### src/rtl/logic_unit_arbiter_pkg.sv
// ---------------------------------------------------------------------------
// logic_unit_arbiter_pkg
// Shared definitions for the logic-unit arbiter slice: default sizing, the
// bitwise op-code encoding and the result-register FSM state encoding.
// ---------------------------------------------------------------------------
package logic_unit_arbiter_pkg;

  localparam int unsigned N_REQ_DEF = 4;
  localparam int unsigned WIDTH_DEF = 8;

  // 3-bit op code carried per requester on the op bus.
  typedef enum logic [2:0] {
    OP_OR   = 3'd0,
    OP_NOR  = 3'd1,
    OP_AND  = 3'd2,
    OP_NAND = 3'd3,
    OP_XOR  = 3'd4,
    OP_XNOR = 3'd5,
    OP_NOT  = 3'd6,
    OP_RSVD = 3'd7
  } op_e;

  // The result register is either empty or holding one unconsumed result.
  typedef enum logic {
    ST_EMPTY = 1'b0,
    ST_FULL  = 1'b1
  } state_e;

endpackage : logic_unit_arbiter_pkg

### src/rtl/logic_unit_arbiter_rr.sv
// ---------------------------------------------------------------------------
// rr_arbiter
// Combinational round-robin select: picks the first asserted request at or
// after ptr, searching upward and wrapping modulo N_REQ.
// Ports:
//   req    - request vector
//   ptr    - index with highest priority this cycle
//   en     - grant enable; gnt is all-zero when low
//   gnt    - one-hot grant
//   winner - binary index of the selected requester (valid when |req)
// ---------------------------------------------------------------------------
module rr_arbiter #(
  parameter int unsigned N_REQ = 4
) (
  input  logic [N_REQ-1:0]         req,
  input  logic [$clog2(N_REQ)-1:0] ptr,
  input  logic                     en,
  output logic [N_REQ-1:0]         gnt,
  output logic [$clog2(N_REQ)-1:0] winner
);

  localparam int unsigned IDW = $clog2(N_REQ);

  logic           found_hi_s;
  logic           found_lo_s;
  logic           take_hi_s;
  logic           take_lo_s;
  logic [IDW-1:0] w_hi_s;
  logic [IDW-1:0] w_lo_s;

  // Two priority scans: lowest request at/above ptr wins; failing that the
  // lowest request overall, which is the wrapped part of the search.
  always_comb begin
    found_hi_s = 1'b0;
    found_lo_s = 1'b0;
    take_hi_s  = 1'b0;
    take_lo_s  = 1'b0;
    w_hi_s     = '0;
    w_lo_s     = '0;
    for (int i = 0; i < int'(N_REQ); i++) begin
      take_hi_s  = req[i] && (i >= int'(ptr)) && !found_hi_s;
      take_lo_s  = req[i] && !found_lo_s;
      w_hi_s     = take_hi_s ? i[IDW-1:0] : w_hi_s;
      w_lo_s     = take_lo_s ? i[IDW-1:0] : w_lo_s;
      found_hi_s = found_hi_s | take_hi_s;
      found_lo_s = found_lo_s | take_lo_s;
    end
    winner = found_hi_s ? w_hi_s : w_lo_s;
  end

  // Expand the winner into a one-hot grant, gated by enable and any request.
  always_comb begin
    gnt = '0;
    for (int i = 0; i < int'(N_REQ); i++) begin
      gnt[i] = en && found_lo_s && (winner == i[IDW-1:0]);
    end
  end

endmodule : rr_arbiter

### src/rtl/logic_unit_arbiter.sv
// ---------------------------------------------------------------------------
// logic_unit_arbiter
// N_REQ requesters share one bitwise logic unit. A round-robin arbiter picks
// one request per cycle whenever the single result register is empty or is
// being drained in the same cycle; the winner's operation is computed and
// registered together with its index.
// Ports:
//   clk, rst            - clock, synchronous active-high reset
//   req[N_REQ]          - per-requester request
//   op[3*N_REQ]         - per-requester op code, slice i = op[3i+2:3i]
//   a, b[WIDTH*N_REQ]   - per-requester operands (b unused for NOT)
//   gnt[N_REQ]          - one-hot grant, combinational, in the accept cycle
//   res_valid/res_ready - result handshake
//   res_id/data/err     - owner index, result, reserved-op flag
// ---------------------------------------------------------------------------
module logic_unit_arbiter
  import logic_unit_arbiter_pkg::*;
#(
  parameter int unsigned N_REQ = N_REQ_DEF,
  parameter int unsigned WIDTH = WIDTH_DEF
) (
  input  logic                     clk,
  input  logic                     rst,
  input  logic [N_REQ-1:0]         req,
  input  logic [3*N_REQ-1:0]       op,
  input  logic [WIDTH*N_REQ-1:0]   a,
  input  logic [WIDTH*N_REQ-1:0]   b,
  output logic [N_REQ-1:0]         gnt,
  output logic                     res_valid,
  input  logic                     res_ready,
  output logic [$clog2(N_REQ)-1:0] res_id,
  output logic [WIDTH-1:0]         res_data,
  output logic                     res_err
);

  localparam int unsigned IDW = $clog2(N_REQ);

  state_e         state_q, state_d;
  logic [IDW-1:0] ptr_q, ptr_d;
  logic [IDW-1:0] id_q, id_d;
  logic [WIDTH-1:0] data_q, data_d;
  logic           err_q, err_d;

  logic           accept_s;
  logic [IDW-1:0] winner_s;
  op_e            op_sel_s;
  logic [WIDTH-1:0] a_sel_s;
  logic [WIDTH-1:0] b_sel_s;
  logic [WIDTH-1:0] alu_s;
  logic           alu_err_s;

  assign res_valid = (state_q == ST_FULL);
  assign res_id    = id_q;
  assign res_data  = data_q;
  assign res_err   = err_q;

  // Reset is folded in so no grant is ever issued in a reset cycle.
  assign accept_s = !rst && (|req) && (!res_valid || res_ready);

  rr_arbiter #(
    .N_REQ (N_REQ)
  ) u_rr (
    .req    (req),
    .ptr    (ptr_q),
    .en     (accept_s),
    .gnt    (gnt),
    .winner (winner_s)
  );

  assign op_sel_s = op_e'(op[3*int'(winner_s) +: 3]);
  assign a_sel_s  = a[WIDTH*int'(winner_s) +: WIDTH];
  assign b_sel_s  = b[WIDTH*int'(winner_s) +: WIDTH];

  // Bitwise op mux for the winning requester.
  always_comb begin
    alu_s     = '0;
    alu_err_s = 1'b0;
    case (op_sel_s)
      OP_OR:   alu_s = a_sel_s | b_sel_s;
      OP_NOR:  alu_s = ~(a_sel_s | b_sel_s);
      OP_AND:  alu_s = a_sel_s & b_sel_s;
      OP_NAND: alu_s = ~(a_sel_s & b_sel_s);
      OP_XOR:  alu_s = a_sel_s ^ b_sel_s;
      OP_XNOR: alu_s = ~(a_sel_s ^ b_sel_s);
      OP_NOT:  alu_s = ~a_sel_s;
      OP_RSVD: begin
        alu_s     = '0;
        alu_err_s = 1'b1;
      end
      default: begin
        alu_s     = '0;
        alu_err_s = 1'b1;
      end
    endcase
  end

  // Next-state and result-register load logic.
  always_comb begin
    state_d = state_q;
    ptr_d   = ptr_q;
    id_d    = id_q;
    data_d  = data_q;
    err_d   = err_q;
    if (accept_s) begin
      id_d   = winner_s;
      data_d = alu_s;
      err_d  = alu_err_s;
      ptr_d  = (winner_s == IDW'(N_REQ - 1)) ? '0 : winner_s + IDW'(1'b1);
    end else begin
      ptr_d = ptr_q;
    end
    case (state_q)
      ST_EMPTY: begin
        if (accept_s) begin
          state_d = ST_FULL;
        end else begin
          state_d = ST_EMPTY;
        end
      end
      ST_FULL: begin
        // A drain with a fresh accept refills on the same edge (no bubble).
        if (accept_s) begin
          state_d = ST_FULL;
        end else if (res_ready) begin
          state_d = ST_EMPTY;
        end else begin
          state_d = ST_FULL;
        end
      end
      default: state_d = ST_EMPTY;
    endcase
  end

  // State and result registers with synchronous reset.
  always_ff @(posedge clk) begin
    if (rst) begin
      state_q <= ST_EMPTY;
      ptr_q   <= '0;
      id_q    <= '0;
      data_q  <= '0;
      err_q   <= 1'b0;
    end else begin
      state_q <= state_d;
      ptr_q   <= ptr_d;
      id_q    <= id_d;
      data_q  <= data_d;
      err_q   <= err_d;
    end
  end

endmodule : logic_unit_arbiter

### config.mk
export PLATFORM = sky130hd
export DESIGN_NAME = logic_unit_arbiter
export DESIGN_NICKNAME = d
export VERILOG_FILES = /design/src/rtl/logic_unit_arbiter_pkg.sv /design/src/rtl/logic_unit_arbiter_rr.sv /design/src/rtl/logic_unit_arbiter.sv
export SDC_FILE = /design/constraint.sdc
export NUM_CORES = 1
export LEC_CHECK = 0
export ABC_AREA = 1
export CORE_MARGIN = 1
export CORE_UTILIZATION = 47
export DETAILED_ROUTE_END_ITERATION = 12
export GPL_TIMING_DRIVEN = 0
export PLACE_DENSITY = 0.88
export SETUP_SLACK_MARGIN = 0.4
export SYNTH_ARGS = -nofsm -noshare
export SYNTH_HDL_FRONTEND = slang
export SYNTH_HIERARCHICAL = 1
export SYNTH_SLANG_ARGS = --single-unit
### constraint.sdc
create_clock -name clk -period 7.4 [get_ports clk]
set_input_delay 0.74 -clock clk [delete_from_list [all_inputs] [get_ports clk]]
set_output_delay 0.74 -clock clk [all_outputs]
set_load 0.03 [all_outputs]
Yosys cells after proc, flatten, opt, wreduce, memory -nomap -nowiden
Index checks and enable logic that the tools add are counted. Widths: inputs -> output; s select.

Output and inout bits: 16. Word-level logic and storage cells: 79. Input port bits: 83. Register bits after elaboration: 14.

Multiplexer cells: 14. Add/sub/neg operators: 1. Shift-type cells: 3. Bitwise operators: 14. Multipliers: 1. $lt $le $gt $ge: 3. Equality and inequality tests: 10. Reductions and logical operators: 28.

Operators with widths (count): $pmux 8 s8 (1); $shiftx 32x6->8 (2); $not 8->8 (4); $logic_and 1x1->1 (16); $eq 3x3->1 const B (4); $mux 2 (6); $shiftx 12x5->3 (1); $and 8x8->8 (1); $logic_not 1->1 (8); $or 8x8->8 (1); $xor 8x8->8 (1); $eq 3x2->1 const B (2); $mux 1 (6); $or 1x1->1 (6); $eq 2x2->1 const B (2); $ge 1x2->1 const A (2); $mul 2x2->4 const A (1); $reduce_or 4->1 (1); $eq 3x1->1 const B (1); $logic_not 3->1 (1); $add 2x1->2 const B (1); $eq 2x1->1 const B (1); $ge 2x2->1 const A (1); $logic_not 2->1 (1); other kinds (3) (3).

Depth between registers and ports, before layout
Depth after elaboration: 16. Depth in mapped cells: 20. Depth with buffers taken out: 18.

Cells and area by module
The synthesis kept the hierarchy.

Modules (own cells, without submodules): logic_unit_arbiter (cells each 363, area an instance 2107.0 um^2, times used 1, seq. area each 280.3 um^2); rr_arbiter (cells each 31, area an instance 147.6 um^2, times used 1, seq. area each 0.0 um^2).

Worst setup path after synthesis
OpenSTA, ideal clock, no wires.

Path kind: input to register. Start point: in req[0]. End point: reg data_q[4], in the netlist res_data[4]. Library setup time: 0.140 ns. Required time: 7.260 ns. Slack: 4.548 ns. Path buffers: 3. Arrival time: 2.712 ns. Cell stages on the path: 19. Cell sequence: nand2_1 nand2_1 nand3_1 clkinv_1 nor2_2 buf_6 buf_2 buf_2 a21oi_1 a32oi_1 inv_1 ha_1 inv_1 nand3_1 nand2_1 nor2_1 nand2_1 nand2_1 a21oi_2.

Word-level cells in the longest chain between the ends: 15. Elaborated cells between the ends (all ways): 48. Classes of those cells: mul: 1; eq/ne: 7; shift: 3; mux: 8; bitwise: 12; reduce/logical: 17.

RTL lines: from (decl) (line logic_unit_arbiter.sv:24) `input logic [N_REQ-1:0] req,`; $logic_and 1x1->1 (line logic_unit_arbiter_rr.sv:41) `take_hi_s = req[i] && (i >= int'(ptr)) && !found_hi_s;`; $logic_not 1->1 (line logic_unit_arbiter_rr.sv:41); $logic_and 1x1->1 (line logic_unit_arbiter_rr.sv:41); $or 1x1->1 (line logic_unit_arbiter_rr.sv:45) `found_hi_s = found_hi_s | take_hi_s;`; $logic_not 1->1 (line logic_unit_arbiter_rr.sv:41); $logic_and 1x1->1 (line logic_unit_arbiter_rr.sv:41); $or 1x1->1 (line logic_unit_arbiter_rr.sv:45); $logic_not 1->1 (line logic_unit_arbiter_rr.sv:41); $logic_and 1x1->1 (line logic_unit_arbiter_rr.sv:41); $mux 2 or $or 1x1->1 (tied branches) (line logic_unit_arbiter_rr.sv:43, logic_unit_arbiter_rr.sv:45); $mux 2 (*) (line logic_unit_arbiter_rr.sv:48) `winner = found_hi_s ? w_hi_s : w_lo_s;`; net winner_s[0] (line logic_unit_arbiter.sv:45) `logic [IDW-1:0] winner_s;`; $mul 2x2->4, or another cell as far along (line logic_unit_arbiter.sv:70) `assign op_sel_s = op_e'(op[3*int'(winner_s) +: 3]);`; $shiftx 12x5->3, or another cell as far along (line logic_unit_arbiter.sv:70); $eq 3x3->1, or another cell as far along (line logic_unit_arbiter.sv:78) `case (op_sel_s)`; $pmux 8 s8 (*) (line logic_unit_arbiter.sv:78); to (signal assigned) (line logic_unit_arbiter.sv:146) `data_q <= data_d;`; to (decl) (line logic_unit_arbiter.sv:41) `logic [WIDTH-1:0] data_q, data_d;`.

Mark *: on every way through the listed nets, which the timed path passes. The rest lies on a longest branch. A chain may end at the register's enable or synchronous reset.

Final worst setup path
Start point: in req[0]. End point: reg data_q[2], in the netlist res_data[2].

Same word-level chain as after synthesis.

==> flow_summary_export.csv <==
group,metric,value,unit
power,seq_power_share,0.137,
logic_synthesis,synth_top_area_cell,"nand2_1",
global_route,grt_pass1_wl,11500,um
cells_and_area,n_antenna_cell,0,
cells_and_area,layout.cells.most_common,"nand2_1",
cells_and_area,mostFrequentLayoutCells,"135 x nand2_1, 98 x clkdlybuf4s50_1, 46 x nand3_1, 41 x inv_1, 36 x nor2_1",
global_route,grt_overflow,0,
cells_and_area,final_layout_size_suffix_gt1_frac,0.105,
job,maxCapViolCount,0,
detailed_routing,drc,4,
logic_synthesis,synth.top_cell.area_share,0.225,
power,power_density,214,mW/mm^2
critical_path,r2r_end,"res_data[2]$_SDFFE_PP0P_",
critical_path,crit_type,"in2reg",
clock_tree,h-tree-depth,1,
detailed_routing,antenna_left,0,
power,share_comb_of_total_power,0.757,
critical_path,worstRegToRegCells,18,
global_route,grt_max_degree,11,
sta,setup_violations,0,
hold_path,whs_path_depth,2,
critical_path,ff2ff_setup_slack,4330,ps
sta,finalClockSkew,6.26,ps
run_status,outcome,"finished, violations left",
clock_tree,numClockSinks,14,
power,intPower,0.348,mW
cells_and_area,fin_nets,597,
logic_synthesis,ys_seq_area_frac,0.124,
cells_and_area,area_growth,48.8,%
die,rows,24,
sta,worst_slack,3700,ps
cells_and_area,fin_cells,548,
sta,finalCritPeriodShare,0.500,
critical_path,cp_max_fo,10,
logic_synthesis,synth.distinct_cells,28,
cells_and_area,nFillCells,381,
die,die-width,71.3,um
hold_path,hold_start,"res_data[0]$_SDFFE_PP0P_",
clock_tree,cts_buffers,3,
hold_path,min_to,"res_data[0]$_SDFFE_PP0P_",
critical_path,end_kind,"flop",
detailed_routing,initialDrtViolationCount,175,
critical_path,cp.arrival,3870,ps
sta,grt_setup_unrepaired,"no",
place,portBuffers,98,
detailed_routing,wl_per_cell,12.9,um
logic_synthesis,synthCells,394,
run_status,violations,"design-rule violations",
clock_tree,holdBufCountCts,0,
place,place_ws,3480,ps
detailed_routing,vias_per_cell,5.30,
power,p_switching,0.370,mW
sta,tightest_slew,658,ps
clock_tree,clk_path_buf_depth,2,
place,hpwl,5660,um
global_route,first_global_vias,2711,
hold_path,hp-class,"reg2reg",
sta,slew_headroom,0.562,
global_route,grt_antenna_before_repair,0,
power,leakagePower,1.64,nW
clock_tree,ctsResizeCount,0,
sta,max_freq,0.271,GHz
power,ir_worst_vdd,0.000119,V
die,start_util,0.504,
cells_and_area,utilization,0.750,
die,die-area,0.00508,mm^2
logic_synthesis,ys_seq_elements,14,
logic_synthesis,syn_nets,494,
logic_synthesis,avgSynthCellArea,5.72,um^2
detailed_routing,drt-total-wl,7060,um
logic_synthesis,yosys-top-cells-area,"nand2_1 22%, dfxtp_1 12%, nand3_1 10%, ha_1 9.4%, inv_1 6.8%",
die,num_io_pins,99,
die,die_h,71.3,um
logic_synthesis,yosys_warnings,6,
detailed_routing,first_pass_iters,9,
sta,tns,0,ps
logic_synthesis,syn-cell-area,0.00225,mm^2
clock_tree,cts_tree,"built",
critical_path,cp-start-kind,"primary input",
place,placed_cells,544,
die,core-area,0.00447,mm^2
clock_tree,post_cts_buffers,0,
sta,maxSlewViolCount,0,
clock_tree,clock-root-buffer,"clkbuf_8",
sta,hold_violations,0,
clock_tree,clk_pin_slew,60,ps
place,gp_congestion,0.879,
power,clkPwrFrac,0.106,
critical_path,r2r-start,"ptr_q[1]$_SDFFE_PP0P_",
power,switching_share,0.515,
critical_path,required,7570,ps
detailed_routing,vias,2905,
sta,min_period,3700,ps
clock_tree,insertion_delay,250,ps
global_route,grt_use_total,0.277,
-- power by group through the flow --
stage / logic (mW) / clock network, mW / registers [mW]
2_1_floorplan: 0.352 / 0 / 0.123
3_3_place_gp: 0.519 / 0 / 0.0992
3_5_place_dp: 0.536 / 0 / 0.0998
4_1_cts: 0.538 / 0.0747 / 0.0982
5_1_grt: 0.601 / 0.0792 / 0.0998
6_report: 0.543 / 0.0759 / 0.0982
-- stage by stage --
stage	hold WS [ps]	cell area, um^2	power [mW]
2_1_floorplan	519	2250	0.475
3_3_place_gp	464	3300	0.618
3_5_place_dp	469	3300	0.636
4_1_cts	478	3360	0.711
5_1_grt	490	3360	0.780
6_report	483	3360	0.717
-- cell usage after synthesis (all sizes together) --
cell type / count
nand2: 143
nand3: 50
inv: 45
nor2: 42
a21oi: 33
buf: 17
ha: 17
dfxtp: 14
a32oi: 12
nand4: 9
o21ai: 5
clkbuf: 2
clkinv: 2
a211oi: 1
a21boi: 1
nor3: 1
-- cells by family (layout without fill, tap and decap cells) --
kind of cell / Yosys count / count (layout) / synth area share
AO/OA/AOI/OAI: 52 / 52 / 0.154
adder cells (fa/ha/maj): 17 / 17 / 0.0943
buffers and inverters: 66 / 168 / 0.135
flip-flops: 14 / 14 / 0.124
AND/OR/NAND/NOR: 245 / 245 / 0.492
-- sequential cells by signal, indices dropped and copies added, names as in the netlist --
name and count:
ptr_q 2, res_data 8, res_err 1, res_id 2, res_valid 1
-- worst max-delay path, stage by stage --
cell	delay, ps
clkdlybuf4s50_1	490
nand2_1	90
nand2_1	50
nand3_1	120
clkinv_1	90
nor2_2	290
buf_6	190
buf_2	220
buf_2	280
a21oi_1	100
a32oi_1	280
inv_1	110
ha_1	300
inv_1	50
nor3_1	180
nor2_1	70
nand2_1	60
nand2_1	50
a21oi_2	110
-- worst max-delay path by stage --
stage / startpoint / slack (ps) / endpoint
finish: req[0] / 3700 / res_data[2]$_SDFFE_PP0P_
global route: req[2] / 3460 / res_data[4]$_SDFFE_PP0P_
CTS: req[0] / 3720 / res_data[7]$_SDFFE_PP0P_
detailed placement: req[0] / 3480 / res_data[7]$_SDFFE_PP0P_
global placement: req[0] / 3590 / res_data[7]$_SDFFE_PP0P_
floorplan: req[0] / 4550 / res_data[4]$_SDFFE_PP0P_
-- per-layer routing --
layer / vias up / routed length, um / track usage
li1: 1487 / - / -
met1: 1291 / 2860 / 0.330
met2: 113 / 3750 / 0.528
met3: 14 / 342 / 0.0309
met4: 0 / 110 / 0.0622
met5: - / 0 / 0
-- final cells by class --
type / instances / area (um^2) / area share
Multi-Input combinational cell: 314 / 1670 / 0.498
Timing Repair Buffer: 98 / 981 / 0.292
Sequential cell: 14 / 280 / 0.0835
Inverter: 47 / 181 / 0.0541
Buffer: 19 / 123 / 0.0365
Tap cell: 52 / 65.1 / 0.0194
Clock buffer: 4 / 55.1 / 0.0164
No activity file was read; power rests on OpenSTA's default activity.
